[src/rtl/stage_wb_pkg.sv]
// stage_wb_pkg: shared writeback-stage constants and the MEM/WB bundle type.
//   DATA_W      : datapath width (ALU result, load data, writeback value)
//   REG_W       : register-index width
//   wb_bundle_t : memory-stage output bundle, also the MEM/WB register layout
package stage_wb_pkg;
  localparam int DATA_W = 32;
  localparam int REG_W  = 4;

  typedef struct packed {
    logic              valid;
    logic [REG_W-1:0]  dest;
    logic              isLoad;
    logic [DATA_W-1:0] alu;
    logic [DATA_W-1:0] mem;
  } wb_bundle_t;
endpackage

[src/rtl/stage_wb_if.sv]
// stage_wb_if: MEM->WB bus plus the register-file write port and history outputs.
//   master : memory stage / consumers (drive MEM outputs, observe wb*/hist*)
//   slave  : stage_wb (consume MEM outputs, drive wb*/hist*)
interface stage_wb_if
  import stage_wb_pkg::*;
#(
  parameter int DATA_W = stage_wb_pkg::DATA_W,
  parameter int REG_W  = stage_wb_pkg::REG_W
);
  logic              freeze;
  logic              wbEnIn;
  logic              memREnIn;
  logic [DATA_W-1:0] aluResIn;
  logic [DATA_W-1:0] memIn;
  logic [REG_W-1:0]  destIn;

  logic              wbEn;
  logic [REG_W-1:0]  wbDest;
  logic [DATA_W-1:0] wbValue;
  logic              histValid;
  logic [REG_W-1:0]  histDest;
  logic [DATA_W-1:0] histValue;

  modport master (
    output freeze, wbEnIn, memREnIn, aluResIn, memIn, destIn,
    input  wbEn, wbDest, wbValue, histValid, histDest, histValue
  );

  modport slave (
    input  freeze, wbEnIn, memREnIn, aluResIn, memIn, destIn,
    output wbEn, wbDest, wbValue, histValid, histDest, histValue
  );
endinterface

[src/rtl/stage_wb_perf_counters.sv]
// wb_perf_counters: retired / load / bubble event counters for the WB stage.
// Only built with STAGE_WB_PERF_EN defined.
//   clk, rst_n    : clock, async active-low reset
//   clr           : synchronous clear, wins over increment
//   retire_inc    : a writer retires this cycle
//   load_inc      : the retiring writer is a load
//   bubble_inc    : memory stage frozen this cycle
//   retired_cnt, load_cnt, bubble_cnt : wrapping CNT_W-bit counters
`ifdef STAGE_WB_PERF_EN
module wb_perf_counters #(
  parameter int CNT_W = 32
) (
  input  logic             clk,
  input  logic             rst_n,
  input  logic             clr,
  input  logic             retire_inc,
  input  logic             load_inc,
  input  logic             bubble_inc,
  output logic [CNT_W-1:0] retired_cnt,
  output logic [CNT_W-1:0] load_cnt,
  output logic [CNT_W-1:0] bubble_cnt
);
  always_ff @(posedge clk or negedge rst_n) begin
    if (!rst_n) begin
      retired_cnt <= '0;
      load_cnt    <= '0;
      bubble_cnt  <= '0;
    end else if (clr) begin
      retired_cnt <= '0;
      load_cnt    <= '0;
      bubble_cnt  <= '0;
    end else begin
      retired_cnt <= retired_cnt + CNT_W'(retire_inc);
      load_cnt    <= load_cnt    + CNT_W'(load_inc);
      bubble_cnt  <= bubble_cnt  + CNT_W'(bubble_inc);
    end
  end
endmodule
`endif

[src/rtl/stage_wb.sv]
// stage_wb: writeback stage. MEM/WB pipeline register, load/ALU select,
// register-file write port and a one-entry retired-writer history for forwarding.
//   clk  : rising-edge clock
//   rst  : async reset, active low
//   bus  : stage_wb_if.slave (MEM outputs in; wb*/hist* out)
// Optional (STAGE_WB_PERF_EN): perfClr in; retiredCnt, loadCnt, bubbleCnt out.
module stage_wb
  import stage_wb_pkg::*;
#(
  parameter int DATA_W = stage_wb_pkg::DATA_W,
  parameter int REG_W  = stage_wb_pkg::REG_W,
  parameter int CNT_W  = 32
) (
  input  logic             clk,
  input  logic             rst,
`ifdef STAGE_WB_PERF_EN
  input  logic             perfClr,
  output logic [CNT_W-1:0] retiredCnt,
  output logic [CNT_W-1:0] loadCnt,
  output logic [CNT_W-1:0] bubbleCnt,
`endif
  stage_wb_if.slave        bus
);
  wb_bundle_t        wb_q;
  logic [DATA_W-1:0] wb_value;
  logic              hist_vld_q;
  logic [REG_W-1:0]  hist_dest_q;
  logic [DATA_W-1:0] hist_val_q;

  // The register never holds: a frozen cycle always becomes a bubble, even if
  // upstream failed to gate wbEnIn, so the frozen instruction retires exactly
  // once when the memory stage re-presents it.
  always_ff @(posedge clk or negedge rst) begin
    if (!rst) begin
      wb_q <= '0;
    end else begin
      wb_q.valid  <= bus.wbEnIn & ~bus.freeze;
      wb_q.dest   <= bus.destIn;
      wb_q.isLoad <= bus.memREnIn;
      wb_q.alu    <= bus.aluResIn;
      wb_q.mem    <= bus.memIn;
    end
  end

  assign wb_value = wb_q.isLoad ? wb_q.mem : wb_q.alu;

  // History tracks the last writer that actually retired; bubbles skip it.
  always_ff @(posedge clk or negedge rst) begin
    if (!rst) begin
      hist_vld_q  <= 1'b0;
      hist_dest_q <= '0;
      hist_val_q  <= '0;
    end else if (wb_q.valid) begin
      hist_vld_q  <= 1'b1;
      hist_dest_q <= wb_q.dest;
      hist_val_q  <= wb_value;
    end
  end

  assign bus.wbEn      = wb_q.valid;
  assign bus.wbDest    = wb_q.dest;
  assign bus.wbValue   = wb_value;
  assign bus.histValid = hist_vld_q;
  assign bus.histDest  = hist_dest_q;
  assign bus.histValue = hist_val_q;

`ifdef STAGE_WB_PERF_EN
  wb_perf_counters #(.CNT_W(CNT_W)) u_perf (
    .clk         (clk),
    .rst_n       (rst),
    .clr         (perfClr),
    .retire_inc  (wb_q.valid),
    .load_inc    (wb_q.valid & wb_q.isLoad),
    .bubble_inc  (bus.freeze),
    .retired_cnt (retiredCnt),
    .load_cnt    (loadCnt),
    .bubble_cnt  (bubbleCnt)
  );
`endif
endmodule

[src/flat_wrapper.sv]
// flat-port wrapper written by rule: the top's interface ports become plain ports
module stage_wb_flat import stage_wb_pkg::*;
#(
  parameter int DATA_W = stage_wb_pkg::DATA_W,
  parameter int REG_W  = stage_wb_pkg::REG_W,
  parameter int CNT_W  = 32
)
  (clk, rst, bus_freeze, bus_wbEnIn, bus_memREnIn, bus_aluResIn, bus_memIn, bus_destIn, bus_wbEn, bus_wbDest, bus_wbValue, bus_histValid, bus_histDest, bus_histValue);
  stage_wb_if #(.DATA_W(DATA_W), .REG_W(REG_W)) bus_i ();
  input  logic clk;
  input  logic rst;
  input wire logic [$bits(bus_i.freeze)-1:0] bus_freeze;
  input wire logic [$bits(bus_i.wbEnIn)-1:0] bus_wbEnIn;
  input wire logic [$bits(bus_i.memREnIn)-1:0] bus_memREnIn;
  input wire logic [$bits(bus_i.aluResIn)-1:0] bus_aluResIn;
  input wire logic [$bits(bus_i.memIn)-1:0] bus_memIn;
  input wire logic [$bits(bus_i.destIn)-1:0] bus_destIn;
  output wire logic [$bits(bus_i.wbEn)-1:0] bus_wbEn;
  output wire logic [$bits(bus_i.wbDest)-1:0] bus_wbDest;
  output wire logic [$bits(bus_i.wbValue)-1:0] bus_wbValue;
  output wire logic [$bits(bus_i.histValid)-1:0] bus_histValid;
  output wire logic [$bits(bus_i.histDest)-1:0] bus_histDest;
  output wire logic [$bits(bus_i.histValue)-1:0] bus_histValue;
  assign bus_i.freeze = bus_freeze;
  assign bus_i.wbEnIn = bus_wbEnIn;
  assign bus_i.memREnIn = bus_memREnIn;
  assign bus_i.aluResIn = bus_aluResIn;
  assign bus_i.memIn = bus_memIn;
  assign bus_i.destIn = bus_destIn;
  assign bus_wbEn = bus_i.wbEn;
  assign bus_wbDest = bus_i.wbDest;
  assign bus_wbValue = bus_i.wbValue;
  assign bus_histValid = bus_i.histValid;
  assign bus_histDest = bus_i.histDest;
  assign bus_histValue = bus_i.histValue;
  stage_wb #(.DATA_W(DATA_W), .REG_W(REG_W), .CNT_W(CNT_W)) u_core (.clk(clk), .rst(rst), .bus(bus_i));
endmodule
[config.mk]
export PLATFORM = sky130hd
export DESIGN_NAME = stage_wb_flat
export DESIGN_NICKNAME = d
export VERILOG_FILES = /design/src/rtl/stage_wb_pkg.sv /design/src/rtl/stage_wb_if.sv /design/src/rtl/stage_wb_perf_counters.sv /design/src/rtl/stage_wb.sv /design/src/flat_wrapper.sv
export SDC_FILE = /design/constraint.sdc
export NUM_CORES = 1
export LEC_CHECK = 0
export ABC_AREA = 0
export ABC_CLOCK_PERIOD_IN_PS = 1500
export CORE_AREA = 5 5 119 121
export CTS_CLUSTER_DIAMETER = 40
export DETAILED_ROUTE_END_ITERATION = 8
export DIE_AREA = 0 0 124 126
export HOLD_SLACK_MARGIN = 0.05
export SKIP_LAST_GASP = 1
export SLEW_MARGIN = 20
export SYNTH_ARGS = -nofsm -noshare
export SYNTH_HDL_FRONTEND = slang
export SYNTH_SLANG_ARGS = --single-unit
[constraint.sdc]
create_clock -name clk -period 1.5 [get_ports clk]
set_input_delay 0.15 -clock clk [delete_from_list [all_inputs] [get_ports clk]]
set_output_delay 0.15 -clock clk [all_outputs]
set_load 0.1 [all_outputs]
==> run metrics, run 1 <==
synthesis-to-layout area growth=72.8%; FF+latch area=2680 um2; Pint=6.12 mW; via-per-instance ratio=3.98; max incr delay on CP=0.44 ns; sw frac=0.356; Seq/Total Area, Yosys=0.703; Cells on Worst Hold Path=1; Synth Warn #=0; final worst slack=-0.143 ns; unrepaired setup endpoints after global routing=true; worst vdd ir=0.674 mV; post-DP HPWL=6230 um; Worst Path Buf+Inv=2; clock root cell=clkbuf_16; crit-path cells=buf_12 -> mux2_4 -> buf_12; crit path kind=flip-flop to output port; non-filler cells, final=524; Final Hold Viols=0; drt pass-1 iters=4; Final nets=416; Final Skew=0.00505 ns; CP startpoint kind=flip-flop; # DRC=0; most frequent cells in the layout=dfrtp_1, buf_12, clkdlybuf4s50_1; Iter 0 DRT Violations=52; total gr overflow=0; Critical-path top delay cell=dfrtp_2; violated checks=negative setup slack; filler instances=1,088; Min Clock Period, post-route=1.64 ns; die area=15,600 um2; NetSw=3.39 mW; maxcap violations=0; Final period util=1.10; Mapped Avg Cell Area=20.2 um2; Worst path top cell family by delay=flip-flops; Reg2Reg Capture Point=u_core.bus.histValue[13]; HP Start=bus_memIn[5]; via count=2,087; Leak=2.96 nW; Req. time, crit path=1.35 ns; max-slew violation count=0; CTS tree=built; die width=124 um; ANT cells=0; WHS Endpoint=u_core.wb_q[5]; Routed WL per cell=15.9 um; Design Power=9.51 mW; IO buf count=146; area post-placement=6230 um2; Hold/Removal Path Class=input port to flip-flop; CP Capture Type=output port; I/O pin count=147; final antenna-violating net count=0; worst-margin pin slew=0.303 ns; core area=13,000 um2; most common cell after layout, fill and taps aside=dfrtp_1; Cells after DPL=505; first-pass GRT wire length=12,800 um; initial antenna violation count=0; Worst Path Arrival=1.49 ns; outcome=finished, violations left; sequential share of power=0.354; largest net degree at the start of global routing=59; row count=42; Gate Count Post-Synth=189; Bufs on Longest Clock Path=2; syn_nets=262; Setup-failing EPs final=32; Worst Path Max Fanout=15; Comb pwr share=0.378; GPL Wtd Cong=0.630; htree depth=3; Initial Utilization=0.294; most used cell, CP=buf_12; power share of the clock group=0.268; finished layout cell area=6580 um2; Yosys reg bits=107; Worst Hold Margin=0.244 ns; Reg2Reg Depth=3; vias in the first global route=2,360; R2R setup slack=0.14 ns; Crit Reg-Reg Startpoint=u_core.wb_q[64]; ratio of cells with drive above 1 in the final layout=0.486; power per cell area=1440 nW/um2; mapped cell area=3810 um2; DRT Wirelength=8320 um; multi-input logic area=1010 um2; post-layout util=0.507; Die Y=126 um; Max transition margin=0.798; TritonCTS Buffers=9; Clk pin slew, worst setup/hold paths=0.07 ns; clk sinks=107; clock latency on the worst-skew pair=0.34 ns; Synth cell types=9; fmax=0.609 GHz; Overall Global Routing Usage=0.110
==> area by class of cell <==
cell class,count,share of cell area
timing repair buffer,155,0.356
clock buffer,12,0.0390
tap,176,0.0334
multi-input combinational,70,0.153
sequential,107,0.407
clock inverter,4,0.0110
==> logic make-up after synthesis <==
family | Yosys count | synth area share
buffers and inverters | 12 | 0.0338
flip-flops | 107 | 0.703
multiplexers | 68 | 0.260
AND/OR/NAND/NOR | 2 | 0.00329
==> Yosys cell counts <==
cell     number  area [um2]
buf_2         1        5.00
mux2_4       60         901
buf_12        3        60.1
mux2_2        8        90.1
dfrtp_1     107        2680
buf_6         1        11.3
buf_4         7        52.6
nor2b_1       1        6.26
or2_2         1        6.26
==> worst max-delay path by stage <==
stage / startpoint / to / slack (ns) / cells past startpoint
after floorplan: u_core.bus.wbEn / u_core.bus.histDest[0] / 0.006 / 3
after global placement: u_core.wb_q[64] / u_core.bus.histValue[10] / 0.10 / 3
after detailed placement: u_core.wb_q[64] / u_core.bus.histValue[22] / 0.07 / 3
after CTS: u_core.wb_q[64] / bus_wbValue[13] / -0.17 / 3
after global routing: u_core.wb_q[64] / bus_wbValue[13] / -0.20 / 3
final: u_core.wb_q[64] / bus_wbValue[15] / -0.14 / 3
==> registers in the layout, summed over array words and instances (netlist names) <==
name,cells
u_core.bus.histValid,1
u_core.bus.wbDest,4
u_core.wb_q,65
u_core.bus.histValue,32
u_core.bus.wbEn,1
u_core.bus.histDest,4
==> layer usage <==
layer | share of wire | global-route usage | vias up
met5 | 0 | 0 | -
met1 | 0.39 | 0.126 | 1049
met4 | 0.015 | 0.0483 | 0
li1 | - | - | 942
met2 | 0.50 | 0.182 | 88
met3 | 0.089 | 0.0435 | 8
==> through the flow <==
step,setup WS (ns),TNS (ns)
3_5_place_dp,0.0677,0
5_1_grt,-0.196,-5.74
4_1_cts,-0.173,-5.08
6_report,-0.143,-4.16
2_1_floorplan,0.00563,0
3_3_place_gp,0.102,0
==> power groups by stage <==
stage | clock network, mW | logic, mW | registers, mW
2_1_floorplan | 0 | 1.00 | 4.53
3_3_place_gp | 0 | 3.59 | 3.42
3_5_place_dp | 0 | 3.62 | 3.43
4_1_cts | 2.63 | 3.63 | 3.38
5_1_grt | 2.73 | 3.69 | 3.40
6_report | 2.55 | 3.59 | 3.37
==> repair_timing <==
item / CTS / global route
setup endpoints to repair: 32 / 32
gates resized for setup: 1 / 0
hold buffers: 1 / 0
setup buffers: 2 / 0
pin swaps: 0 / 0
hold endpoints to repair: 107 / 0
Power figures use the tool's default switching activity.
==> inputs of run 2 (changes only) <==
--- a/config.mk
+++ b/config.mk
@@ -17,3 +17,4 @@
 export SYNTH_ARGS = -nofsm -noshare
 export SYNTH_HDL_FRONTEND = slang
 export SYNTH_SLANG_ARGS = --single-unit
+export TNS_END_PERCENT = 10
==> run metrics, run 2 (synthesis gave the netlist of run 1 again) <==
R2R setup slack=0.14 ns (about the same); synthesis-to-layout area growth=72.7% (about the same); Pint=6.12 mW (about the same); sw frac=0.356 (about the same); fmax=0.609 GHz (about the same); Iter 0 DRT Violations=52 (unchanged); max incr delay on CP=0.44 ns (about the same); total gr overflow=0 (unchanged); post-DP HPWL=6230 um (unchanged); Reg2Reg Depth=3 (unchanged); initial antenna violation count=0 (unchanged); crit-path cells=buf_12 -> mux2_4 -> buf_12; non-filler cells, final=524 (unchanged); Crit Reg-Reg Startpoint=u_core.wb_q[64]; Overall Global Routing Usage=0.110 (unchanged); Hold/Removal Path Class=input port to flip-flop; first-pass GRT wire length=12,800 um (unchanged); Initial Utilization=0.294 (unchanged); via-per-instance ratio=3.98 (unchanged); clk sinks=107 (unchanged); core area=13,000 um2 (unchanged); most common cell after layout, fill and taps aside=dfrtp_1; Max transition margin=0.798 (unchanged); worst-margin pin slew=0.303 ns (unchanged); crit path kind=flip-flop to output port; Routed WL per cell=15.9 um (unchanged); Top reg by flops=u_core.wb_q; GPL Wtd Cong=0.630 (unchanged); drt pass-1 iters=4 (unchanged); Setup-failing EPs final=32 (unchanged); Clk pin slew, worst setup/hold paths=0.07 ns (about the same); Final period util=1.10 (about the same); power per cell area=1440 nW/um2 (about the same); largest net degree at the start of global routing=59 (unchanged); most used cell, CP=buf_12; Final Hold Viols=0 (unchanged); Die Y=126 um (unchanged); htree depth=3 (unchanged); CP startpoint kind=flip-flop; HP Start=bus_memIn[5]; Req. time, crit path=1.35 ns (about the same); max-slew violation count=0 (unchanged); Reg2Reg Capture Point=u_core.bus.histValue[13]; die width=124 um (unchanged); TritonCTS Buffers=9 (unchanged); NetSw=3.39 mW (about the same); IO buf count=146 (unchanged); CTS-repair resized insts=0 (-1); # DRC=0 (unchanged); Worst Path Max Fanout=15 (unchanged); multi-input logic area=1000 um2 (-0.37%); CP endpoint=bus_wbValue[15]; maxcap violations=0 (unchanged); post-layout util=0.507 (about the same); CP Capture Type=output port; die area=15,600 um2 (unchanged); filler instances=1,090 (+0.18%); CTS tree=built; Min Clock Period, post-route=1.64 ns (-0.00000300 ns); final antenna-violating net count=0 (unchanged); clock root cell=clkbuf_16; power share of the clock group=0.268 (about the same); I/O pin count=147 (unchanged); worst vdd ir=0.674 mV (unchanged); FF+latch area=2680 um2 (unchanged); via count=2,087 (unchanged); Comb pwr share=0.377 (about the same); row count=42 (unchanged); sequential share of power=0.355 (about the same); ratio of cells with drive above 1 in the final layout=0.486 (unchanged); Critical-path top delay cell=dfrtp_2; DRT Wirelength=8320 um (unchanged); Crit. Startpoint=u_core.wb_q[64]; Worst Path Arrival=1.49 ns (about the same); outcome=finished, violations left; Final Skew=0.00505 ns (unchanged); Final nets=416 (unchanged); Bufs on Longest Clock Path=2 (unchanged); violated checks=negative setup slack; vias in the first global route=2,362 (+0.085%); most frequent cells in the layout=dfrtp_1, buf_12, clkdlybuf4s50_1; unrepaired setup endpoints after global routing=true; ANT cells=0 (unchanged); clock latency on the worst-skew pair=0.34 ns (about the same); Leak=2.96 nW (-0.14%); max FFs per register=65 (unchanged); Cells after DPL=505 (unchanged); final worst slack=-0.143 ns (+0.00000300 ns)
run 2: changes by cell type in the layout (fill, tap and decap cells not counted):
cell and delta:
mux2_4 -1, mux2_2 +1
run 2: worst min path at each step:
| stage | end | slack, ns | cells past startpoint |
|---|---|---|---|
| 6_report | u_core.wb_q[5] | 0.24 | 1 |
| 3_3_place_gp | u_core.bus.histValue[0] | 0.17 | 2 |
| 4_1_cts | u_core.wb_q[5] | 0.22 | 1 |
| 5_1_grt | u_core.wb_q[5] | 0.22 | 1 |
| 3_5_place_dp | u_core.bus.histValue[5] | 0.17 | 2 |
| 2_1_floorplan | u_core.bus.histDest[0] | -0.15 | 0 |
run 2: worst max-delay path, delay by kind of cell (launching register included):
| kind | cells | cell delay [ns] |
|---|---|---|
| multiplexers | 1 | 0.34 |
| buffers and inverters | 2 | 0.37 |
| flip-flops | 1 | 0.44 |
run 2: repair_timing:
item / 4_1_cts / 5_1_grt
setup buffers: 2 / 0
endpoints found under the hold margin: 107 / 0
endpoints found under the setup margin: 32 / 32
hold buffers: 1 / 0
run 2: cell type report:
| cell class | count | area share |
|---|---|---|
| Sequential cell | 107 | 0.408 |
| Timing Repair Buffer | 155 | 0.356 |
| Multi-Input combinational cell | 70 | 0.153 |
| Clock buffer | 12 | 0.0390 |
| Tap cell | 176 | 0.0335 |
| Clock inverter | 4 | 0.0110 |
run 2: per-layer routing:
metal / up-vias / global-route usage / wire length (um)
met5: - / 0 / 0
met4: 0 / 0.0483 / 126
met3: 8 / 0.0435 / 742
met2: 88 / 0.182 / 4200
met1: 1049 / 0.126 / 3260
li1: 942 / - / -
run 2: power groups by stage:
stage | combinational, mW | clock, mW | sequential [mW]
finish | 3.59 | 2.55 | 3.37
global route | 3.68 | 2.73 | 3.40
CTS | 3.63 | 2.63 | 3.38
detailed placement | 3.62 | 0 | 3.43
global placement | 3.59 | 0 | 3.42
floorplan | 1.00 | 0 | 4.53
run 2: metrics by stage:
step	total power [mW]	setup WS, ns	instance area (um2)	TNS, ns	hold slack, ns
2_1_floorplan	5.54	0.00563	3820	0	-0.146
3_3_place_gp	7.01	0.102	6230	0	0.172
3_5_place_dp	7.04	0.0677	6230	0	0.167
4_1_cts	9.63	-0.173	6580	-5.09	0.225
5_1_grt	9.81	-0.196	6580	-5.76	0.220
6_report	9.51	-0.143	6580	-4.17	0.244
==> inputs of run 3 (changes only) <==
--- a/config.mk
+++ b/config.mk
@@ -11,6 +11,7 @@
 export CTS_CLUSTER_DIAMETER = 40
 export DETAILED_ROUTE_END_ITERATION = 8
 export DIE_AREA = 0 0 124 126
+export GPL_TIMING_DRIVEN = 1
 export HOLD_SLACK_MARGIN = 0.05
 export SKIP_LAST_GASP = 1
 export SLEW_MARGIN = 20
==> results of run 3 <==
No change in the layout: final DEF, timing and power equal those of run 2.
